[src/rtl/xc_rf_wb_seq_pkg.sv]
// Shared types and widths for the register-file write-back sequencer.
// A queue entry packs {wide, rd[4:0], data[63:0]} into 70 bits.
package xc_rf_wb_seq_pkg;

  localparam int AW    = 5;
  localparam int DW    = 32;
  localparam int ENT_W = 1 + AW + 2 * DW;
  localparam int TAG_W = 1 + AW;

  typedef struct packed {
    logic          wide;
    logic [AW-1:0] rd;
    logic [63:0]   data;
  } wb_entry_t;

  typedef enum logic {
    ST_IDLE = 1'b0,
    ST_HI   = 1'b1
  } wb_state_e;

  // A wide entry owns the whole even/odd pair; x0 is never a hazard.
  function automatic logic tag_hits(input logic [TAG_W-1:0] tag, input logic [AW-1:0] addr);
    logic          wide;
    logic [AW-1:0] rd;
    wide = tag[TAG_W-1];
    rd   = tag[AW-1:0];
    if (addr == '0)
      return 1'b0;
    return wide ? (rd[AW-1:1] == addr[AW-1:1]) : (rd == addr);
  endfunction

endpackage

[src/rtl/xc_wb_fifo.sv]
// DEPTH-entry synchronous request FIFO; exposes per-slot tags and valid bits
// so the top level can run hazard compares against every queued entry.
module xc_wb_fifo
  import xc_rf_wb_seq_pkg::*;
#(
  parameter int DEPTH = 2
) (
  input  logic                     clock,
  input  logic                     reset,
  input  logic                     push_i,
  input  logic                     pop_i,
  input  logic [ENT_W-1:0]         din_i,
  output logic                     full_o,
  output logic                     empty_o,
  output logic [ENT_W-1:0]         head_o,
  output logic [DEPTH*TAG_W-1:0]   tags_o,
  output logic [DEPTH-1:0]         valid_o
);

  localparam int PW = (DEPTH > 1) ? $clog2(DEPTH) : 1;

  logic [PW-1:0]    wr_ptr_q, rd_ptr_q;
  logic [PW:0]      count_q;
  logic [ENT_W-1:0] mem_q [DEPTH];
  logic             do_push, do_pop;

  assign full_o  = (count_q == (PW+1)'(DEPTH));
  assign empty_o = (count_q == '0);
  assign do_push = push_i && !full_o;
  assign do_pop  = pop_i && !empty_o;
  assign head_o  = mem_q[rd_ptr_q];

  // NOTE: sequential state uses non-blocking assignments so every register
  // samples pre-edge values regardless of statement order.
  always_ff @(posedge clock) begin
    if (reset) begin
      wr_ptr_q <= '0;
      rd_ptr_q <= '0;
      count_q  <= '0;
    end else begin
      if (do_push) wr_ptr_q <= wr_ptr_q + 1'b1;
      if (do_pop)  rd_ptr_q <= rd_ptr_q + 1'b1;
      count_q <= count_q + (PW+1)'(do_push) - (PW+1)'(do_pop);
    end
  end

  // NOTE: storage is deliberately not reset; valid_o masks stale slots, and
  // leaving the array out of reset lets it map onto plain RAM/flops.
  always_ff @(posedge clock) begin
    if (do_push) mem_q[wr_ptr_q] <= din_i;
  end

  // Slot i is live when its distance from the read pointer is below count.
  always_comb begin
    tags_o  = '0;
    valid_o = '0;
    for (int i = 0; i < DEPTH; i++) begin
      tags_o[i*TAG_W +: TAG_W] = mem_q[i][ENT_W-1 -: TAG_W];
      valid_o[i]               = ({1'b0, PW'(PW'(i) - rd_ptr_q)} < count_q);
    end
  end

endmodule

[src/rtl/xc_rf_wb_seq.sv]
// Write-back sequencer: sole driver of the register-file write port, issuing
// queued narrow/wide results one register per cycle and flagging hazards.
module xc_rf_wb_seq
  import xc_rf_wb_seq_pkg::*;
#(
  parameter int DEPTH = 2
) (
  input  logic          clock,
  input  logic          reset,
  input  logic          req_valid,
  output logic          req_ready,
  input  logic          req_wide,
  input  logic [AW-1:0] req_rd,
  input  logic [63:0]   req_wdata,
  output logic          rd_wen,
  output logic [AW-1:0] rd_addr,
  output logic [DW-1:0] rd_wdata,
  input  logic [AW-1:0] rs1_addr,
  input  logic [AW-1:0] rs2_addr,
  input  logic [AW-1:0] rs3_addr,
  output logic          rs1_hz,
  output logic          rs2_hz,
  output logic          rs3_hz,
  output logic          busy
);

  wb_state_e              state_q, state_d;
  logic                   push, pop, full, empty, wr_en;
  logic [ENT_W-1:0]       head_raw;
  wb_entry_t              head;
  logic [DEPTH*TAG_W-1:0] tags;
  logic [DEPTH-1:0]       valid;

  assign req_ready = !full && !reset;
  assign push      = req_valid && req_ready;
  assign busy      = !empty && !reset;
  assign head      = wb_entry_t'(head_raw);

  xc_wb_fifo #(.DEPTH(DEPTH)) u_fifo (
    .clock   (clock),
    .reset   (reset),
    .push_i  (push),
    .pop_i   (pop),
    .din_i   ({req_wide, req_rd, req_wdata}),
    .full_o  (full),
    .empty_o (empty),
    .head_o  (head_raw),
    .tags_o  (tags),
    .valid_o (valid)
  );

  always_ff @(posedge clock) begin
    if (reset) state_q <= ST_IDLE;
    else       state_q <= state_d;
  end

  // NOTE: every output of this block gets a default first, so no path
  // through the case leaves a signal unassigned and infers a latch.
  always_comb begin
    state_d  = state_q;
    pop      = 1'b0;
    wr_en    = 1'b0;
    rd_addr  = '0;
    rd_wdata = '0;
    if (!reset) begin
      unique case (state_q)
        ST_IDLE: begin
          if (!empty) begin
            wr_en    = 1'b1;
            rd_wdata = head.data[DW-1:0];
            if (head.wide) begin
              rd_addr = {head.rd[AW-1:1], 1'b0};
              state_d = ST_HI;
            end else begin
              rd_addr = head.rd;
              pop     = 1'b1;
            end
          end
        end
        ST_HI: begin
          wr_en    = 1'b1;
          rd_addr  = {head.rd[AW-1:1], 1'b1};
          rd_wdata = head.data[2*DW-1:DW];
          pop      = 1'b1;
          state_d  = ST_IDLE;
        end
        default: state_d = ST_IDLE;
      endcase
    end
  end

  // x0 writes still consume their slot but never reach the register file.
  assign rd_wen = wr_en && (rd_addr != '0);

  always_comb begin
    rs1_hz = 1'b0;
    rs2_hz = 1'b0;
    rs3_hz = 1'b0;
    if (!reset) begin
      for (int i = 0; i < DEPTH; i++) begin
        if (valid[i]) begin
          rs1_hz = rs1_hz | tag_hits(tags[i*TAG_W +: TAG_W], rs1_addr);
          rs2_hz = rs2_hz | tag_hits(tags[i*TAG_W +: TAG_W], rs2_addr);
          rs3_hz = rs3_hz | tag_hits(tags[i*TAG_W +: TAG_W], rs3_addr);
        end
      end
    end
  end

endmodule

[config.mk]
export PLATFORM = sky130hd
export DESIGN_NAME = xc_rf_wb_seq
export DESIGN_NICKNAME = d
export VERILOG_FILES = /design/src/rtl/xc_rf_wb_seq_pkg.sv /design/src/rtl/xc_wb_fifo.sv /design/src/rtl/xc_rf_wb_seq.sv
export SDC_FILE = /design/constraint.sdc
export NUM_CORES = 1
export LEC_CHECK = 0
export CAP_MARGIN = 5
export CELL_PAD_IN_SITES_DETAIL_PLACEMENT = 0
export CELL_PAD_IN_SITES_GLOBAL_PLACEMENT = 1
export CORE_UTILIZATION = 42
export CTS_CLUSTER_SIZE = 16
export DETAILED_ROUTE_END_ITERATION = 10
export GPL_TIMING_DRIVEN = 0
export HOLD_SLACK_MARGIN = 0.1
export PLACE_DENSITY_LB_ADDON = 0.08
export SETUP_SLACK_MARGIN = 0.02
export SYNTH_ARGS = -nofsm -noshare
export SYNTH_HDL_FRONTEND = slang
export SYNTH_SLANG_ARGS = --single-unit
[constraint.sdc]
create_clock -name clock -period 7.8 [get_ports clock]
set_input_delay 2.34 -clock clock [delete_from_list [all_inputs] [get_ports clock]]
set_output_delay 2.34 -clock clock [all_outputs]
set_load 0.02 [all_outputs]
* Word level (Yosys, flattened, before mapping)
Memory sizes are Yosys's and may differ from the RTL's. A register that Yosys moved wholly into a read port is not among the register bits. Index checks and enable logic that the tools add are counted.
Word-level totals: flip-flop bits (word level) 5, memory bits (writable) 140, output and inout port bits 43, word-level logic and storage cells 113, memories 1
Memory list:
- u_fifo.mem_q | words 2, bits a word 70, rd ports 3, clocked after Yosys merged registers in 1, write ports 1, RTL line xc_wb_fifo.sv:24 | logic [ENT_W-1:0] mem_q [DEPTH];
Cells by class: $add $sub $neg 6, $lt $le $gt $ge 2, equality and inequality tests 13, muxes and demuxes 69, bitwise logic cells 4, reduce and logical (&&, ||, !) cells 14
Operators with widths (count):
- 2-to-1 mux 32 bit | 2
- one-hot mux 32 bit (2 select lines) | 1
- 2-to-1 mux 1 bit | 60
- == test 5 bit | 6
- == test 4 bit | 6
- zero test 5 bit | 3
- 2-to-1 mux 5 bit | 2
- one-hot mux 5 bit (2 select lines) | 1
- logical AND 1 bit | 6
- one-hot mux 1 bit (2 select lines) | 3
- nonzero test 5 bit | 1
- less-than comparator 1 x 2 -> 1 bit | 2
- zero test 1 bit | 3
- OR 1 bit | 3
- adder 1 bit, second input constant | 2
- adder 2 x 1 -> 2 bit | 1
- == test 2 bit, second input constant | 1
- zero test 2 bit | 1
- subtractor 1 bit, first input constant | 2
- subtractor 2 x 1 -> 2 bit | 1
- inverter 1 bit | 1

* Longest topological paths before layout
Gate-level depths: netlist (run 1).
word-level depth 10, mapped depth 8, gate-level depth less buffers 7

* Modules after synthesis
From an unflattened synthesis (run 1), not the netlist that was laid out.
Unflattened totals: cell total of the unflattened synthesis 374, area, all modules 6234.7 um^2
Modules (own cells, without submodules):
- xc_wb_fifo | times used 1, cells an instance 260, area an instance 5387.7 um^2, seq. area each 4304.1 um^2
- xc_rf_wb_seq | times used 1, cells an instance 114, area an instance 847.1 um^2, seq. area each 20.0 um^2

* Least setup slack after synthesis (run 1)
Ideal clock, no wire load.
path type in2reg, start in reset, end mem u_fifo.mem_q[0][0] (netlist name), enable pin, library setup time 0.507 ns, arrival 6.018 ns, data required time 7.293 ns, slack 1.275 ns, stages 3, cell sequence clkbuf_1 -> a211oi_1 -> nor2b_1
On the way: longest elaborated chain between the ends 6
Ends and longest elaborated chain:
- start, declared | RTL line xc_rf_wb_seq.sv:9 | input logic reset,
- zero test 1 bit
- logical AND 1 bit | RTL line xc_rf_wb_seq.sv:34 | assign req_ready = !full && !reset;
- logical AND 1 bit | RTL line xc_rf_wb_seq.sv:35 | assign push = req_valid && req_ready;
- logical AND 1 bit | RTL line xc_wb_fifo.sv:29 | assign do_push = push_i && !full_o;
- net u_fifo.do_push | RTL line xc_wb_fifo.sv:25 | logic do_push, do_pop;
- 2-to-1 mux 1 bit | RTL line xc_wb_fifo.sv:50 | if (do_push) mem_q[wr_ptr_q] <= din_i;
- 2-to-1 mux 1 bit (implied by the code) | RTL line xc_wb_fifo.sv:50
- end, declared | RTL line xc_wb_fifo.sv:24
The timed path passes the listed nets, and every way through them passes these cells.

* Worst setup path in the final report (run 1)
start in rs3_addr[2], end out rs3_hz
On the way: longest elaborated chain between the ends 10, elaborated cells between the ends (all ways) 21
Ends and longest elaborated chain:
- start, declared | RTL line xc_rf_wb_seq.sv:20 | input logic [AW-1:0] rs3_addr,
- zero test 5 bit | RTL line xc_rf_wb_seq_pkg.sv:27 | if (addr == '0)
- 2-to-1 mux 1 bit | RTL line xc_rf_wb_seq_pkg.sv:27
- 2-to-1 mux 1 bit | RTL line xc_rf_wb_seq.sv:101 | if (valid[i]) begin
- 2-to-1 mux 1 bit | RTL line xc_rf_wb_seq.sv:99 | if (!reset) begin
- 2-to-1 mux 1 bit | RTL line xc_rf_wb_seq_pkg.sv:29 | return wide ? (rd[AW-1:1] == addr[AW-1:1]) : (rd == addr);
- 2-to-1 mux 1 bit | RTL line xc_rf_wb_seq.sv:101
- 2-to-1 mux 1 bit | RTL line xc_rf_wb_seq.sv:99
- OR 1 bit | RTL line xc_rf_wb_seq.sv:104 | rs3_hz = rs3_hz | tag_hits(tags[i*TAG_W +: TAG_W], rs3_addr);
- 2-to-1 mux 1 bit * | RTL line xc_rf_wb_seq.sv:101
- 2-to-1 mux 1 bit * | RTL line xc_rf_wb_seq.sv:99
- end, declared | RTL line xc_rf_wb_seq.sv:23 | output logic rs3_hz,
Mark *: on every way between the ends. The rest lies on a longest branch, timed or not. The select of a mux whose other input is x is not followed.

==> flow_summary.json, run 1 <==
{
  "die_w_um": 124,
  "synth_enable_flop_cells": 140,
  "port_buf_inserts": 129,
  "worst-slew-pin-transition_ns": 0.758,
  "wirelength_um": 13500,
  "rsz0062_at_grt": "false",
  "synth_xor_area_frac": 0.0509,
  "yosysUniqueCellTypes": 33,
  "synthesis.area_um2": 6300,
  "standard_cell_row_count": 44,
  "worstPathMaxFanout": 3,
  "flow.area_growth_from_synthesis_pct": 35.2,
  "status": "complete, no violations",
  "hold_start": "u_fifo.rd_ptr_q",
  "start_kind": "primary input",
  "route.antenna.remaining_nets": 0,
  "yosys_most_used_dff": "sky130_fd_sc_hd__edfxtp_1",
  "netlist.top_cell.by_area": "sky130_fd_sc_hd__edfxtp_1",
  "worstSetupEndpointType": "primary output",
  "layout_setup_ws_ns": 0.828,
  "fraction_of_registers_with_async_set_or_reset_after_synthesis": 0,
  "wl_per_cell_um": 17.3,
  "largest_net_degree_at_the_start_of_global_routing": 51,
  "htree_num_levels": 4,
  "ios": 131,
  "worstPathRequired_ns": 5.46,
  "ys_warn_count": 0,
  "cts-buffers-inserted": 17,
  "crit-reg2reg-capture": "u_fifo.mem_q[0][56]",
  "kind_of_path_behind_the_tightest_hold_check": "flop to flop",
  "avgSynthCellArea_um2": 14.5,
  "fin_total_pwr_uw": 2390,
  "post_cts_resize_count": 0,
  "count_of_cells_along_the_worst_register_to_register_path": 5,
  "timing.final.crit_share": 0.894,
  "synth_compound_gate_area_share": 0.0481,
  "layout.cells.most_common": "sky130_fd_sc_hd__edfxtp_1",
  "static_power_due_to_leakage_uw": 0.00283,
  "synth_simple_gate_area_frac": 0.0658,
  "fin_nets": 674,
  "most_used_cells_in_the_layout_excluding_fill_and_tap_cells": "sky130_fd_sc_hd__edfxtp_1 (140), sky130_fd_sc_hd__clkdlybuf4s50_1 (129), sky130_fd_sc_hd__nor2_1 (79)",
  "cts.clk_slew.worst_paths_ns": 0.05,
  "cts_setup_buffers": 0,
  "setup.reg_to_reg.worst_slack_ns": 5.14,
  "globalplace.congestion": 0.797,
  "overflow": 0,
  "placeableCoreArea_um2": 14600,
  "worst_hold_path.num_cells": 2,
  "antennaDiodeCount": 0,
  "netlist_top_cells_area": "sky130_fd_sc_hd__edfxtp_1 (67%), sky130_fd_sc_hd__mux2i_1 (5.9%), sky130_fd_sc_hd__mux2_2 (5.7%)",
  "worst-endpoint-arrival_ns": 4.63,
  "time_the_worst_path_needs_with_i_o_delays_and_setup_ns": 6.97,
  "relSlewSlack": 0.494,
  "report.final.slew_viol_count": 0,
  "die-area_um2": 15500,
  "count_of_unresolved_drc_violations_after_routing": 0,
  "ctsRootBufferMaster": "sky130_fd_sc_hd__clkbuf_16",
  "ir_worst_vdd_mv": 0.181,
  "viasPerCell": 5.02,
  "clk-insertion-delay-late_ns": 0.42,
  "grt_antenna_before_repair": 0,
  "drt_iter0_markers": 225,
  "finalHoldViolations": 0,
  "cts_sinks": 146,
  "cts_buffer_depth": 2,
  "largest_family_of_logic_cells_by_synthesized_area": "multiplexers",
  "drive_gt1_frac": 0.144,
  "timing.hold.ws_ns": 0.566,
  "routed-via-count": 3921,
  "dp_hpwl_um": 8920,
  "synth_mux_area_frac": 0.116,
  "grt_pass1_vias": 4184,
  "power_density_nw_per_um2": 281,
  "postSynthNetCount": 523,
  "synthAdderAreaFrac": 0.00397,
  "crit_type": "primary input to primary output",
  "highest_clock_rate_ghz": 0.143,
  "endpoints_failing_setup": 0,
  "synth_seq_cells": 146,
  "pre_cts_slack_ns": 0.859,
  "drtPass1Iterations": 5,
  "worst_r2r_startpoint": "u_fifo.count_q[0]",
  "finalClockSkew_ns": 0.00617,
  "maxCapViolCount": 0,
  "synth_seq_area_share": 0.687,
  "post_synth_inst_count": 433,
  "cts_tree": "built",
  "first_pass_grt_wire_length_um": 21700,
  "die_h_um": 124,
  "synthDominantCellAreaShare": 0.668,
  "ctsHoldBuffers": 0,
  "floorplan.initialDensity": 0.432,
  "grt_util_all_layers": 0.185
}
critical path, cell delays in order:
cell and delay [ns]:
sky130_fd_sc_hd__clkdlybuf4s50_1 0.56, sky130_fd_sc_hd__xnor2_2 0.13, sky130_fd_sc_hd__nand3_1 0.08, sky130_fd_sc_hd__or4_1 0.58
sky130_fd_sc_hd__a221oi_2 0.28, sky130_fd_sc_hd__clkdlybuf4s50_1 0.65
per-layer routing:
metal / vias to the layer above / global-route usage / part of all wire
met5: - / 0 / 0
met4: 0 / 0.0624 / 0.012
met1: 1899 / 0.227 / 0.42
met2: 113 / 0.311 / 0.51
met3: 15 / 0.0558 / 0.053
li1: 1894 / - / -
where the power goes:
part	leakage, uW	switching [uW]	internal (uW)
registers	0.00133	17.6	927
clock network	0.000293	306	532
logic	0.00120	336	276
total	0.00283	660	1730
logic make-up (layout without fill, tap and decap cells):
kind of cell	count (synthesis)	count (layout)
AO/OA/AOI/OAI	50	50
XOR/XNOR	34	34
adder cells (fa/ha/maj)	2	2
buffers and inverters	34	198
flip-flops	146	146
multiplexers	69	69
AND/OR/NAND/NOR	98	98
Yosys cell counts, types with 2 or more instances:
cell / instances
sky130_fd_sc_hd__edfxtp_1: 140
sky130_fd_sc_hd__nor2_1: 79
sky130_fd_sc_hd__mux2i_1: 37
sky130_fd_sc_hd__a21oi_1: 35
sky130_fd_sc_hd__mux2_2: 32
sky130_fd_sc_hd__xnor2_1: 20
sky130_fd_sc_hd__clkbuf_1: 13
sky130_fd_sc_hd__buf_2: 11
sky130_fd_sc_hd__xor2_1: 11
sky130_fd_sc_hd__dfxtp_1: 6
sky130_fd_sc_hd__or4_1: 6
sky130_fd_sc_hd__buf_6: 5
sky130_fd_sc_hd__inv_1: 5
sky130_fd_sc_hd__nor3_1: 4
sky130_fd_sc_hd__o211ai_1: 4
sky130_fd_sc_hd__nor2b_1: 3
sky130_fd_sc_hd__xnor2_2: 3
sky130_fd_sc_hd__a221oi_1: 2
sky130_fd_sc_hd__ha_1: 2
sky130_fd_sc_hd__nand3_1: 2
registers in the layout (all words and copies together) (netlist names), named ones only:
register and flops:
state_q 1, u_fifo.count_q 2, u_fifo.mem_q 140, u_fifo.rd_ptr_q 1, u_fifo.wr_ptr_q 1
worst max-delay path by stage:
stage	startpoint	endpoint	slack (ns)	cells after the start
after detailed placement	rs3_addr[2]	rs3_hz	0.86	6
after CTS	rs3_addr[2]	rs3_hz	0.85	6
final	rs3_addr[2]	rs3_hz	0.83	6
after global routing	rs3_addr[2]	rs3_hz	0.76	6
after global placement	req_valid	u_fifo.mem_q[0][25]	-1.23	4
after floorplan	reset	u_fifo.mem_q[0][0]	1.27	3
cell type report:
type                            instances  area [um2]
Fill cell                            1142        6080
Sequential cell                       146        4320
Multi-Input combinational cell        253        1800
Timing Repair Buffer                  132        1360
Clock buffer                           17         425
Tap cell                              184         230
Clock inverter                         15         190
Buffer                                 29         160
Inverter                                5        18.8
through the flow:
step | area (um2) | cells | utilization | TNS (ns)
floorplan | 6300 | 433 | - | 0
global placement | 7820 | 746 | 0.536 | -85.56
detailed placement | 7900 | 749 | 0.541 | 0
CTS | 8510 | 781 | 0.583 | 0
global route | 8510 | 781 | 0.583 | 0
finish | 8510 | 781 | 0.583 | 0
No activity file was read; power rests on OpenSTA's default activity.
==> inputs of run 2 (changes only) <==
--- a/config.mk
+++ b/config.mk
@@ -15,6 +15,7 @@
 export HOLD_SLACK_MARGIN = 0.1
 export PLACE_DENSITY_LB_ADDON = 0.08
 export SETUP_SLACK_MARGIN = 0.02
+export SKIP_CTS_REPAIR_TIMING = 1
 export SYNTH_ARGS = -nofsm -noshare
 export SYNTH_HDL_FRONTEND = slang
 export SYNTH_SLANG_ARGS = --single-unit
==> constraint.sdc (replaced) <==
create_clock -name clock -period 7.9 [get_ports clock]
set_input_delay 2.37 -clock clock [delete_from_list [all_inputs] [get_ports clock]]
set_output_delay 2.37 -clock clock [all_outputs]
set_load 0.02 [all_outputs]
==> results of run 2 <==
The final DEF is identical to that of run 1. Status: complete, no violations.
Main changes from that run: setup slack after placement 0.859 ns -> 0.899 ns; setup slack after layout 0.828 ns -> 0.868 ns; register-to-register setup slack 5.14 ns -> 5.24 ns; total power 2390 uW -> 2360 uW; worst IR drop on VDD 0.181 mV -> 0.179 mV
